==> src/rtl/ifmap_pkg.sv <==
// Shared definitions for the ifmap fetch controller.
//   - FSM state type and encodings
//   - FIFO_DEPTH: depth of the staging FIFO between global buffer and PE stream
//   - default bitwidths for data, address and row-count/length fields
package ifmap_pkg;

  localparam int FIFO_DEPTH        = 4;
  localparam int DEF_DATA_BITWIDTH = 16;
  localparam int DEF_ADDR_BITWIDTH = 10;
  localparam int DEF_CNT_BITWIDTH  = 8;

  typedef logic [1:0] state_t;

  localparam state_t ST_IDLE  = 2'd0;
  localparam state_t ST_FETCH = 2'd1;
  localparam state_t ST_DRAIN = 2'd2;
  localparam state_t ST_DONE  = 2'd3;

endpackage

==> src/rtl/ifmap_fetch_fifo.sv <==
// Small synchronous FIFO staging global-buffer read data for the PE stream.
// Ports:
//   clk, reset      clock, asynchronous active-high reset
//   flush           synchronous clear; wins over push/pop in the same cycle
//   push, push_data write side; a push while full is accepted only with a pop
//   pop, pop_data   read side; pop_data is the head entry (first-word fall-through)
//   count, empty    occupancy and empty flag
// DEPTH must be a power of two so the pointers wrap naturally.
module ifmap_fetch_fifo import ifmap_pkg::*; #(
  parameter int WIDTH = DEF_DATA_BITWIDTH + 2,
  parameter int DEPTH = FIFO_DEPTH
) (
  input  logic                     clk,
  input  logic                     reset,
  input  logic                     flush,
  input  logic                     push,
  input  logic [WIDTH-1:0]         push_data,
  input  logic                     pop,
  output logic [WIDTH-1:0]         pop_data,
  output logic [$clog2(DEPTH):0]   count,
  output logic                     empty
);

  localparam int PW = $clog2(DEPTH);

  logic [WIDTH-1:0] mem_q [DEPTH];
  logic [WIDTH-1:0] mem_d [DEPTH];
  logic [PW-1:0]    wr_q, wr_d, rd_q, rd_d;
  logic [PW:0]      cnt_q, cnt_d;
  logic             full, do_push, do_pop;

  assign empty   = (cnt_q == '0);
  assign full    = (cnt_q == (PW+1)'(DEPTH));
  assign do_pop  = pop && !empty;
  // a full FIFO can still take a word when the head leaves in the same cycle
  assign do_push = push && (!full || do_pop);

  always_comb begin
    mem_d = mem_q;
    wr_d  = wr_q;
    rd_d  = rd_q;
    cnt_d = cnt_q;
    if (flush) begin
      wr_d  = '0;
      rd_d  = '0;
      cnt_d = '0;
    end else begin
      if (do_push) begin
        mem_d[wr_q] = push_data;
        wr_d        = wr_q + PW'(1);
      end
      if (do_pop) rd_d = rd_q + PW'(1);
      cnt_d = cnt_q + {{PW{1'b0}}, do_push} - {{PW{1'b0}}, do_pop};
    end
  end

  always_ff @(posedge clk or posedge reset) begin
    if (reset) begin
      for (int i = 0; i < DEPTH; i++) mem_q[i] <= '0;
      wr_q  <= '0;
      rd_q  <= '0;
      cnt_q <= '0;
    end else begin
      mem_q <= mem_d;
      wr_q  <= wr_d;
      rd_q  <= rd_d;
      cnt_q <= cnt_d;
    end
  end

  assign pop_data = mem_q[rd_q];
  assign count    = cnt_q;

endmodule

==> src/rtl/ifmap_fetch_ctrl.sv <==
// Ifmap tile fetch controller: walks a num_rows x row_len tile in the global
// buffer (row starts spaced by row_stride), stages the returned words in a
// small FIFO and streams them to the PE array with row/tile-last sideband.
// Ports:
//   clk, reset                 clock, asynchronous active-high reset
//   start, abort               begin a tile (IDLE only) / cancel the current tile
//   base_addr, num_rows,
//   row_len, row_stride        tile configuration, latched on start
//   gb_read_req, gb_r_addr     read request to the global buffer (registered)
//   gb_r_data                  read data, one cycle after the request is sampled
//   out_valid/out_ready/out_data, out_row_last, out_tile_last   output stream
//   busy, done                 status; done pulses once per completed tile
module ifmap_fetch_ctrl import ifmap_pkg::*; #(
  parameter int DATA_BITWIDTH = DEF_DATA_BITWIDTH,
  parameter int ADDR_BITWIDTH = DEF_ADDR_BITWIDTH,
  parameter int CNT_BITWIDTH  = DEF_CNT_BITWIDTH
) (
  input  logic                     clk,
  input  logic                     reset,
  input  logic                     start,
  input  logic                     abort,
  input  logic [ADDR_BITWIDTH-1:0] base_addr,
  input  logic [CNT_BITWIDTH-1:0]  num_rows,
  input  logic [CNT_BITWIDTH-1:0]  row_len,
  input  logic [ADDR_BITWIDTH-1:0] row_stride,
  output logic                     gb_read_req,
  output logic [ADDR_BITWIDTH-1:0] gb_r_addr,
  input  logic [DATA_BITWIDTH-1:0] gb_r_data,
  output logic                     out_valid,
  input  logic                     out_ready,
  output logic [DATA_BITWIDTH-1:0] out_data,
  output logic                     out_row_last,
  output logic                     out_tile_last,
  output logic                     busy,
  output logic                     done
);

  localparam int FCW = $clog2(FIFO_DEPTH) + 1;

  state_t                   state_q, state_d;
  logic [CNT_BITWIDTH-1:0]  rows_q, rows_d, len_q, len_d, row_q, row_d, col_q, col_d;
  logic [ADDR_BITWIDTH-1:0] stride_q, stride_d, row_base_q, row_base_d, addr_q, addr_d;
  // req_*: read on the bus this cycle; rdv_*: its data is on gb_r_data this cycle
  logic                     req_q, req_d, req_rl_q, req_rl_d, req_tl_q, req_tl_d;
  logic                     rdv_q, rdv_d, rdv_rl_q, rdv_rl_d, rdv_tl_q, rdv_tl_d;

  logic [FCW-1:0]             fifo_count, pending;
  logic                       fifo_empty, pop, flush, can_issue, last_col, last_row, drain_done;
  logic [DATA_BITWIDTH+1:0]   head;

  assign flush    = abort && (state_q != ST_IDLE);
  assign pop      = out_valid && out_ready;
  // words that will land in the FIFO if nothing drains: stored + both pipeline slots
  assign pending  = fifo_count + {{(FCW-1){1'b0}}, req_q} + {{(FCW-1){1'b0}}, rdv_q};
  assign can_issue = (state_q == ST_FETCH) && !abort && (pending < FCW'(FIFO_DEPTH));
  assign last_col = (col_q == len_q - CNT_BITWIDTH'(1));
  assign last_row = (row_q == rows_q - CNT_BITWIDTH'(1));
  // look at the FIFO after this cycle's pop so done follows the last word directly
  assign drain_done = !req_q && !rdv_q &&
                      ((fifo_count == '0) || ((fifo_count == FCW'(1)) && pop));

  always_comb begin
    state_d    = state_q;
    rows_d     = rows_q;
    len_d      = len_q;
    stride_d   = stride_q;
    row_base_d = row_base_q;
    row_d      = row_q;
    col_d      = col_q;
    addr_d     = addr_q;
    req_d      = 1'b0;
    req_rl_d   = 1'b0;
    req_tl_d   = 1'b0;
    rdv_d      = req_q;
    rdv_rl_d   = req_rl_q;
    rdv_tl_d   = req_tl_q;
    case (state_q)
      ST_IDLE: if (start) begin
        rows_d     = num_rows;
        len_d      = row_len;
        stride_d   = row_stride;
        row_base_d = base_addr;
        row_d      = '0;
        col_d      = '0;
        state_d    = (num_rows == '0 || row_len == '0) ? ST_DONE : ST_FETCH;
      end
      ST_FETCH: if (can_issue) begin
        req_d    = 1'b1;
        addr_d   = row_base_q + ADDR_BITWIDTH'(col_q);
        req_rl_d = last_col;
        req_tl_d = last_col && last_row;
        if (last_col) begin
          col_d      = '0;
          row_d      = row_q + CNT_BITWIDTH'(1);
          row_base_d = row_base_q + stride_q;
          if (last_row) state_d = ST_DRAIN;
        end else begin
          col_d = col_q + CNT_BITWIDTH'(1);
        end
      end
      ST_DRAIN: if (drain_done) state_d = ST_DONE;
      default:  state_d = ST_IDLE;
    endcase
    // cancel drops the request in flight; its returning data is never pushed
    if (flush) begin
      state_d = ST_IDLE;
      req_d   = 1'b0;
      rdv_d   = 1'b0;
    end
  end

  always_ff @(posedge clk or posedge reset) begin
    if (reset) begin
      state_q    <= ST_IDLE;
      rows_q     <= '0;
      len_q      <= '0;
      stride_q   <= '0;
      row_base_q <= '0;
      row_q      <= '0;
      col_q      <= '0;
      addr_q     <= '0;
      req_q      <= 1'b0;
      req_rl_q   <= 1'b0;
      req_tl_q   <= 1'b0;
      rdv_q      <= 1'b0;
      rdv_rl_q   <= 1'b0;
      rdv_tl_q   <= 1'b0;
    end else begin
      state_q    <= state_d;
      rows_q     <= rows_d;
      len_q      <= len_d;
      stride_q   <= stride_d;
      row_base_q <= row_base_d;
      row_q      <= row_d;
      col_q      <= col_d;
      addr_q     <= addr_d;
      req_q      <= req_d;
      req_rl_q   <= req_rl_d;
      req_tl_q   <= req_tl_d;
      rdv_q      <= rdv_d;
      rdv_rl_q   <= rdv_rl_d;
      rdv_tl_q   <= rdv_tl_d;
    end
  end

  ifmap_fetch_fifo #(
    .WIDTH (DATA_BITWIDTH + 2),
    .DEPTH (FIFO_DEPTH)
  ) u_fifo (
    .clk       (clk),
    .reset     (reset),
    .flush     (flush),
    .push      (rdv_q),
    .push_data ({rdv_tl_q, rdv_rl_q, gb_r_data}),
    .pop       (pop),
    .pop_data  (head),
    .count     (fifo_count),
    .empty     (fifo_empty)
  );

  assign gb_read_req   = req_q;
  assign gb_r_addr     = addr_q;
  assign out_valid     = !fifo_empty;
  assign out_data      = out_valid ? head[DATA_BITWIDTH-1:0] : '0;
  assign out_row_last  = out_valid && head[DATA_BITWIDTH];
  assign out_tile_last = out_valid && head[DATA_BITWIDTH+1];
  // busy covers the accepting cycle itself, hence the combinational start term
  assign busy          = (state_q != ST_IDLE) || (start && !reset);
  assign done          = (state_q == ST_DONE);

endmodule

==> config.mk <==
export PLATFORM = sky130hd
export DESIGN_NAME = ifmap_fetch_ctrl
export DESIGN_NICKNAME = d
export VERILOG_FILES = /design/src/rtl/ifmap_pkg.sv /design/src/rtl/ifmap_fetch_fifo.sv /design/src/rtl/ifmap_fetch_ctrl.sv
export SDC_FILE = /design/constraint.sdc
export NUM_CORES = 1
export LEC_CHECK = 0
export CAP_MARGIN = 25
export CORE_UTILIZATION = 37
export CTS_BUF_LIST = sky130_fd_sc_hd__clkbuf_4
export CTS_CLUSTER_DIAMETER = 150
export DETAILED_ROUTE_END_ITERATION = 10
export HOLD_SLACK_MARGIN = 0.03
export PLACE_DENSITY = 0.67
export SETUP_SLACK_MARGIN = 0.02
export SYNTH_ARGS = -nofsm -noshare
export SYNTH_HDL_FRONTEND = slang
export SYNTH_SLANG_ARGS = --single-unit
==> constraint.sdc <==
create_clock -name clk -period 5.7 [get_ports clk]
set_input_delay 1.14 -clock clk [delete_from_list [all_inputs] [get_ports clk]]
set_output_delay 1.14 -clock clk [all_outputs]
set_load 0.02 [all_outputs]
==> results of run 1 <==
worst paths after layout:
| check | to | slack (ns) |
|---|---|---|
| max | out_row_last | 1.65 |
| min | rdv_tl_q | 0.36 |
| max reg2reg | row_base_q[7] | 2.50 |
| min reg2reg | rdv_tl_q | 0.36 |
| max in group asynchronous | col_q[6] | 3.69 |
| min in group asynchronous | row_q[1] | 1.02 |
through the flow:
step	power (mW)	hold WS (ns)	cell area, um^2	util [%]
finish	4.77	0.364	9660	44.4
global route	5.15	0.369	9660	44.4
CTS	4.81	0.368	9660	44.4
detailed placement	4.13	0.337	9370	43.1
global placement	4.06	0.332	9340	42.9
floorplan	3.43	0.331	8180	-
kinds of logic after synthesis:
group / count (synthesis)
AOI/OAI and AO/OA: 110
xor gates and xnor gates: 33
adders and majority gates: 35
buffers and inverters: 67
DFF: 149
muxes: 134
and+or+nand+nor: 175
layer usage:
layer	up-vias	GRT usage [%]	routed length [um]
li1	2737	-	-
met1	2820	22.4	8330
met2	116	25.5	7950
met3	18	3.27	594
met4	0	5.15	233
met5	-	0	0
cells in the final DEF, fill, tap and decap left out, types with 5 or more instances in the layout:
cell type        netlist  layout
a211oi_1              12      12
a21o_1                 5       5
a21oi_1               12      12
a31oi_1                9       9
and2_1                24      24
and3_1                 6       6
buf_4                  0       6
clkbuf_4               0      17
clkdlybuf4s50_1        0      88
dfrtp_1              149     149
ha_1                  32      32
inv_1                 39      38
inv_6                  0       6
mux2_2               107     107
mux2i_1                7       7
mux4_2                18      18
nand2_1               36      36
nand2b_1               7       7
nand3_1               19      19
nand4_1                5       5
nor2_1                25      25
nor2b_1               10      10
nor3_1                17      17
o21a_1                 6       6
o21ai_0               24      24
o2bb2ai_1              5       5
or4_1                  8       8
xnor2_1               20      20
xor2_1                13      13
sequential cells by signal, summed over array words and instances (netlist names):
| name | cells |
|---|---|
| row_q | 8 |
| rdv_rl_q | 1 |
| rdv_q | 1 |
| rdv_tl_d | 1 |
| rows_q | 8 |
| u_fifo.rd_q | 2 |
| len_q | 8 |
| rdv_rl_d | 1 |
| row_base_q | 10 |
| col_q | 8 |
| u_fifo.wr_q | 2 |
| rdv_tl_q | 1 |
| u_fifo.mem_q | 72 |
| gb_r_addr | 10 |
| stride_q | 10 |
| gb_read_req | 1 |
| u_fifo.count | 3 |
| state_q | 2 |
critical path: cells and delay by family (launching register included):
kind                   cells  cell delay [ns]
and+or+nand+nor            1             0.20
muxes                      1             0.52
DFF                        1             0.69
buffers and inverters      2             0.94
layout make-up:
cell class / instances / area (um^2) / share of cell area [%]
Timing Repair Buffer: 95 / 953 / 9.87
Antenna cell: 1 / 2.50 / 0.0259
Clock inverter: 15 / 158 / 1.63
Sequential cell: 149 / 3730 / 38.6
Inverter: 39 / 151 / 1.57
Tap cell: 280 / 350 / 3.63
Clock buffer: 17 / 128 / 1.32
Multi-Input combinational cell: 487 / 4190 / 43.4
power groups by stage:
stage / combinational, mW / sequential [mW] / clock [mW]
after floorplan: 1.77 / 1.66 / 0
after global placement: 2.32 / 1.74 / 0
after detailed placement: 2.37 / 1.76 / 0
after CTS: 2.38 / 1.73 / 0.692
after global routing: 2.63 / 1.79 / 0.735
final: 2.36 / 1.74 / 0.668
==> impl_metrics.csv, run 1 <==
group,metric,value,unit
run_status,status,"completed",
timing,tns,0,ns
yosys,synth_async_sr_flop_share,100,%
cts,insertion_delay,0.57,ns
yosys,syn_inst,703,
yosys,synth_cell_types,61,
detailed_routing,drc,0,
placed_design,io_buffers,88,
critical_path,endpoint_kind,"primary output",
timing,max_freq,0.247,GHz
floorplan,start_util,37.6,%
yosys,ys_ff_latch,149,
yosys,synthSimpleGateAreaFrac,11.3,%
timing,slew_headroom,36.1,%
yosys,synth_edf_count,0,
yosys,synthTopCellsByCount,"dfrtp_1 (149), mux2_2 (107), inv_1 (39)",
cts,cts_tree,"done",
global_route,grt_pass1_vias,5678,
yosys,yosysMostFrequentCell,"dfrtp_1",
timing,rsz0062_at_grt,"false",
cts,cts_resized,0,
cts,cts-htree-levels,4,
critical_path,r2r-start,"len_q[0]",
detailed_routing,wirelength,17100,um
cells_and_area,drive_gt1_share,22.1,%
placed_design,pre_cts_ws,1.95,ns
global_route,grt_usage,16.2,%
detailed_routing,vias,5691,
global_route,grt_pass1_wl,28700,um
yosys,synth_fp_nets,795,
yosys,synth_top_family_by_area,"multiplexers",
critical_path,worst-setup-path-type,"reg -> out",
yosys,syn_area,0.00818,mm^2
critical_path,r2r_cells,8,
yosys,ys.flop_type,"dfrtp_1",
pwr,switching_power,1.93,mW
pwr,seqPwrFrac,36.4,%
timing,skew,0.0220,ns
critical_path,critPathLaunchType,"flip-flop",
yosys,synthAdderAreaFrac,5.63,%
cts,clkSlewWorstSetupHoldPaths,0.15,ns
pwr,intPower,2.83,mW
pwr,vdd_drop_max,0.236,mV
yosys,yosysTopAreaCellShare,45.6,%
hold_path,hold_class,"reg -> reg",
flow_run,drv_cap,0,
detailed_routing,wire_per_inst,15.8,um
critical_path,path_max_fanout,13,
pwr,swShare,40.6,%
cts,clk_path_buf_depth,2,
global_route,grt_max_degree,66,
yosys,synth_area_leaders,"dfrtp_1 (46%), mux2_2 (15%), mux4_2 (5.0%), ha_1 (4.9%), xnor2_1 (2.1%)",
floorplan,core.rowCount,54,
hold_path,holdPathStages,0,
floorplan,die_area,0.0227,mm^2
detailed_routing,viasPerCell,5.25,
placed_design,dp_hpwl,11800,um
yosys,synth-compound-area-share,9.83,%
critical_path,cp.required,4.56,ns
critical_path,path_cells,"buf_4, mux4_2, and2_1, clkdlybuf4s50_1",
cts,postCtsSetupBuffers,0,
yosys,yosysSeqAreaShare,45.6,%
cells_and_area,areaGrowthSynthToFinish,18.0,%
pwr,p_leak,4.20,nW
cts,numCtsBuffers,17,
critical_path,slowest_stage,"dfrtp_1",
pwr,p_comb_share,49.6,%
floorplan,io_pins,89,
timing,drv_slew,0,
cells_and_area,layout.cells.non_filler,1083,
cts,cts_root_buf,"clkbuf_4",
timing,fin_crit_sh,71.0,%
hold_path,hold_start,"rdv_tl_d",
yosys,yosys_warnings,0,
placed_design,gp_congestion,0.775,
global_route,grt-ovfl-total,0,
cells_and_area,fillers,2056,
pwr,power_density,493,mW/mm^2
timing,fin_crit,4.05,ns
cells_and_area,finalNetCount,881,
floorplan,die-width,151,um
yosys,synth_mux_area_share,20.8,%
critical_path,slowest_delay,0.69,ns
timing,finalWorstSetupSlack,1.65,ns
detailed_routing,ant_nets,0,
cts,cts_num_sinks,149,
timing,tightestPinTransition,0.958,ns
floorplan,die_h,151,um
critical_path,crit_start,"u_fifo.rd_q[0]",
global_route,antenna_found_initial,1,
critical_path,crit_arrival,2.91,ns
cts,ctsHoldBuffers,0,
placed_design,place_inst,1050,
detailed_routing,first_iter_violations,161,
yosys,synth_top_area_cell,"dfrtp_1",
floorplan,core,0.0218,mm^2
timing,setup_viol,0,
timing,finalHoldViolations,0,
pwr,power.share.clock,14.0,%
detailed_routing,first_pass_iters,6,
yosys,avgSynthCellArea,11.6,um^2
yosys,synthXorXnorAreaFrac,3.53,%
Power figures use the tool's default switching activity.
==> run 2: changes to the inputs <==
==> constraint.sdc (replaced) <==
create_clock -name clk -period 4.1 [get_ports clk]
set_input_delay 0.82 -clock clk [delete_from_list [all_inputs] [get_ports clk]]
set_output_delay 0.82 -clock clk [all_outputs]
set_load 0.02 [all_outputs]
==> impl_metrics.csv, run 2 (synthesis gave the netlist of run 1 again) <==
group,metric,value,unit
critical_path,crit_family,"flip-flops",
cells_and_area,fillers,2040,
detailed_routing,ant_nets,0,
global_route,grt_max_degree,42,
timing,rsz0062_at_grt,"false",
critical_path,slowest_stage,"dfrtp_1",
floorplan,core,0.0218,mm^2
cells_and_area,areaGrowthSynthToFinish,19.5,%
floorplan,die_h,151,um
timing,fin_crit_sh,84.9,%
detailed_routing,vias,5733,
floorplan,die-width,151,um
cells_and_area,final_core_util,45.0,%
cells_and_area,largest_reg_flops,72,
timing,tightestPinTransition,0.900,ns
timing,drv_slew,0,
cells_and_area,final_area,0.00978,mm^2
pwr,vdd_drop_max,0.314,mV
pwr,p_leak,4.26,nW
critical_path,path_cells,"mux4_2, and2_1, clkdlybuf4s50_1",
timing,fin_crit,3.48,ns
cells_and_area,finalNetCount,889,
timing,slew_headroom,40.0,%
flow_run,drv_cap,0,
critical_path,crit_arrival,2.66,ns
critical_path,critPathLaunchType,"flip-flop",
cts,clkSlewWorstSetupHoldPaths,0.14,ns
cts,cts_root_buf,"clkbuf_4",
run_status,status,"completed",
cts,cts-htree-levels,4,
detailed_routing,viasPerCell,5.25,
cells_and_area,final_common_cell,"dfrtp_1",
timing,max_freq,0.287,GHz
floorplan,die_area,0.0227,mm^2
detailed_routing,wire_per_inst,15.8,um
placed_design,dp_hpwl,12200,um
cts,clk_path_buf_depth,2,
floorplan,start_util,37.6,%
critical_path,cp_num_buf_inv,1,
cells_and_area,final_cell_mix,"dfrtp_1 (149), mux2_2 (107), clkdlybuf4s50_1 (88)",
pwr,power_density,687,mW/mm^2
global_route,grt_pass1_wl,28700,um
timing,tns,0,ns
critical_path,worst-setup-path-type,"reg -> out",
timing,setup_viol,0,
floorplan,core.rowCount,54,
global_route,grt-ovfl-total,0,
cells_and_area,multi_input_area,0.00419,mm^2
hold_path,hold_class,"reg -> reg",
critical_path,endpoint_kind,"primary output",
detailed_routing,wirelength,17200,um
detailed_routing,first_iter_violations,266,
critical_path,path_max_fanout,19,
cts,insertion_delay,0.55,ns
cells_and_area,regArea,0.00373,mm^2
cts,ctsHoldBuffers,0,
cts,postCtsSetupBuffers,0,
critical_path,slowest_delay,0.96,ns
cts,cts_resized,0,
placed_design,placed_area,0.00945,mm^2
timing,finalHoldViolations,0,
global_route,grt_pass1_vias,5697,
detailed_routing,drc,0,
global_route,antenna_found_initial,1,
detailed_routing,first_pass_iters,4,
cts,cts_num_sinks,149,
cts,cts_tree,"done",
timing,skew,0.0249,ns
pwr,p_total,6.72,mW
placed_design,io_buffers,88,
global_route,grt_usage,16.2,%
cells_and_area,drive_gt1_share,22.8,%
critical_path,cp.required,3.28,ns
timing,finalWorstSetupSlack,0.619,ns
cts,numCtsBuffers,17,
placed_design,pre_cts_ws,0.853,ns
placed_design,gp_congestion,0.814,
cells_and_area,regMostFlops,"u_fifo.mem_q",
floorplan,io_pins,89,
run 2: cell count changes in the layout (fill, tap and decap cells not counted), sizes merged:
cell,delta
buf,+8
inv,-2
bufinv,+2
run 2: area by class of cell:
type | count | area share, %
Inverter | 39 | 1.53
Multi-Input combinational cell | 487 | 42.8
Tap cell | 280 | 3.58
Clock inverter | 15 | 1.89
Antenna cell | 1 | 0.0256
Sequential cell | 149 | 38.1
Clock buffer | 17 | 1.30
Timing Repair Buffer | 103 | 10.7
run 2: per-stage QoR:
stage / cells / hold slack [ns]
6_report: 1091 / 0.364
5_1_grt: 1091 / 0.382
4_1_cts: 1089 / 0.367
3_5_place_dp: 1057 / 0.336
3_3_place_gp: 1056 / 0.336
2_1_floorplan: 703 / 0.331
run 2: final timing paths:
| path | start | to | slack, ns | cells past startpoint |
|---|---|---|---|---|
| setup / recovery | u_fifo.rd_q[1] | out_data[14] | 0.62 | 3 |
| hold reg to reg | rdv_tl_d | rdv_tl_q | 0.36 | 0 |
| min in group asynchronous | reset | rows_q[3] | 0.56 | 2 |
| setup reg to reg | len_q[0] | row_q[0] | 0.96 | 8 |
| max in group asynchronous | reset | len_q[1] | 2.80 | 4 |
| hold / removal | rdv_tl_d | rdv_tl_q | 0.36 | 0 |
run 2: where the power goes:
part / switching (mW) / internal [mW] / total (mW) / leakage [nW]
sequential: 0.437 / 1.95 / 2.39 / 1.93
combinational: 1.60 / 1.73 / 3.33 / 2.17
clock: 0.606 / 0.389 / 0.996 / 0.165
total: 2.65 / 4.07 / 6.72 / 4.26
run 2: per-layer routing:
| metal | track usage (%) | share of wire (%) |
|---|---|---|
| met5 | 0 | 0 |
| met2 | 26.2 | 47 |
| met1 | 21.9 | 48 |
| met3 | 3.15 | 3.8 |
| met4 | 4.65 | 1.2 |
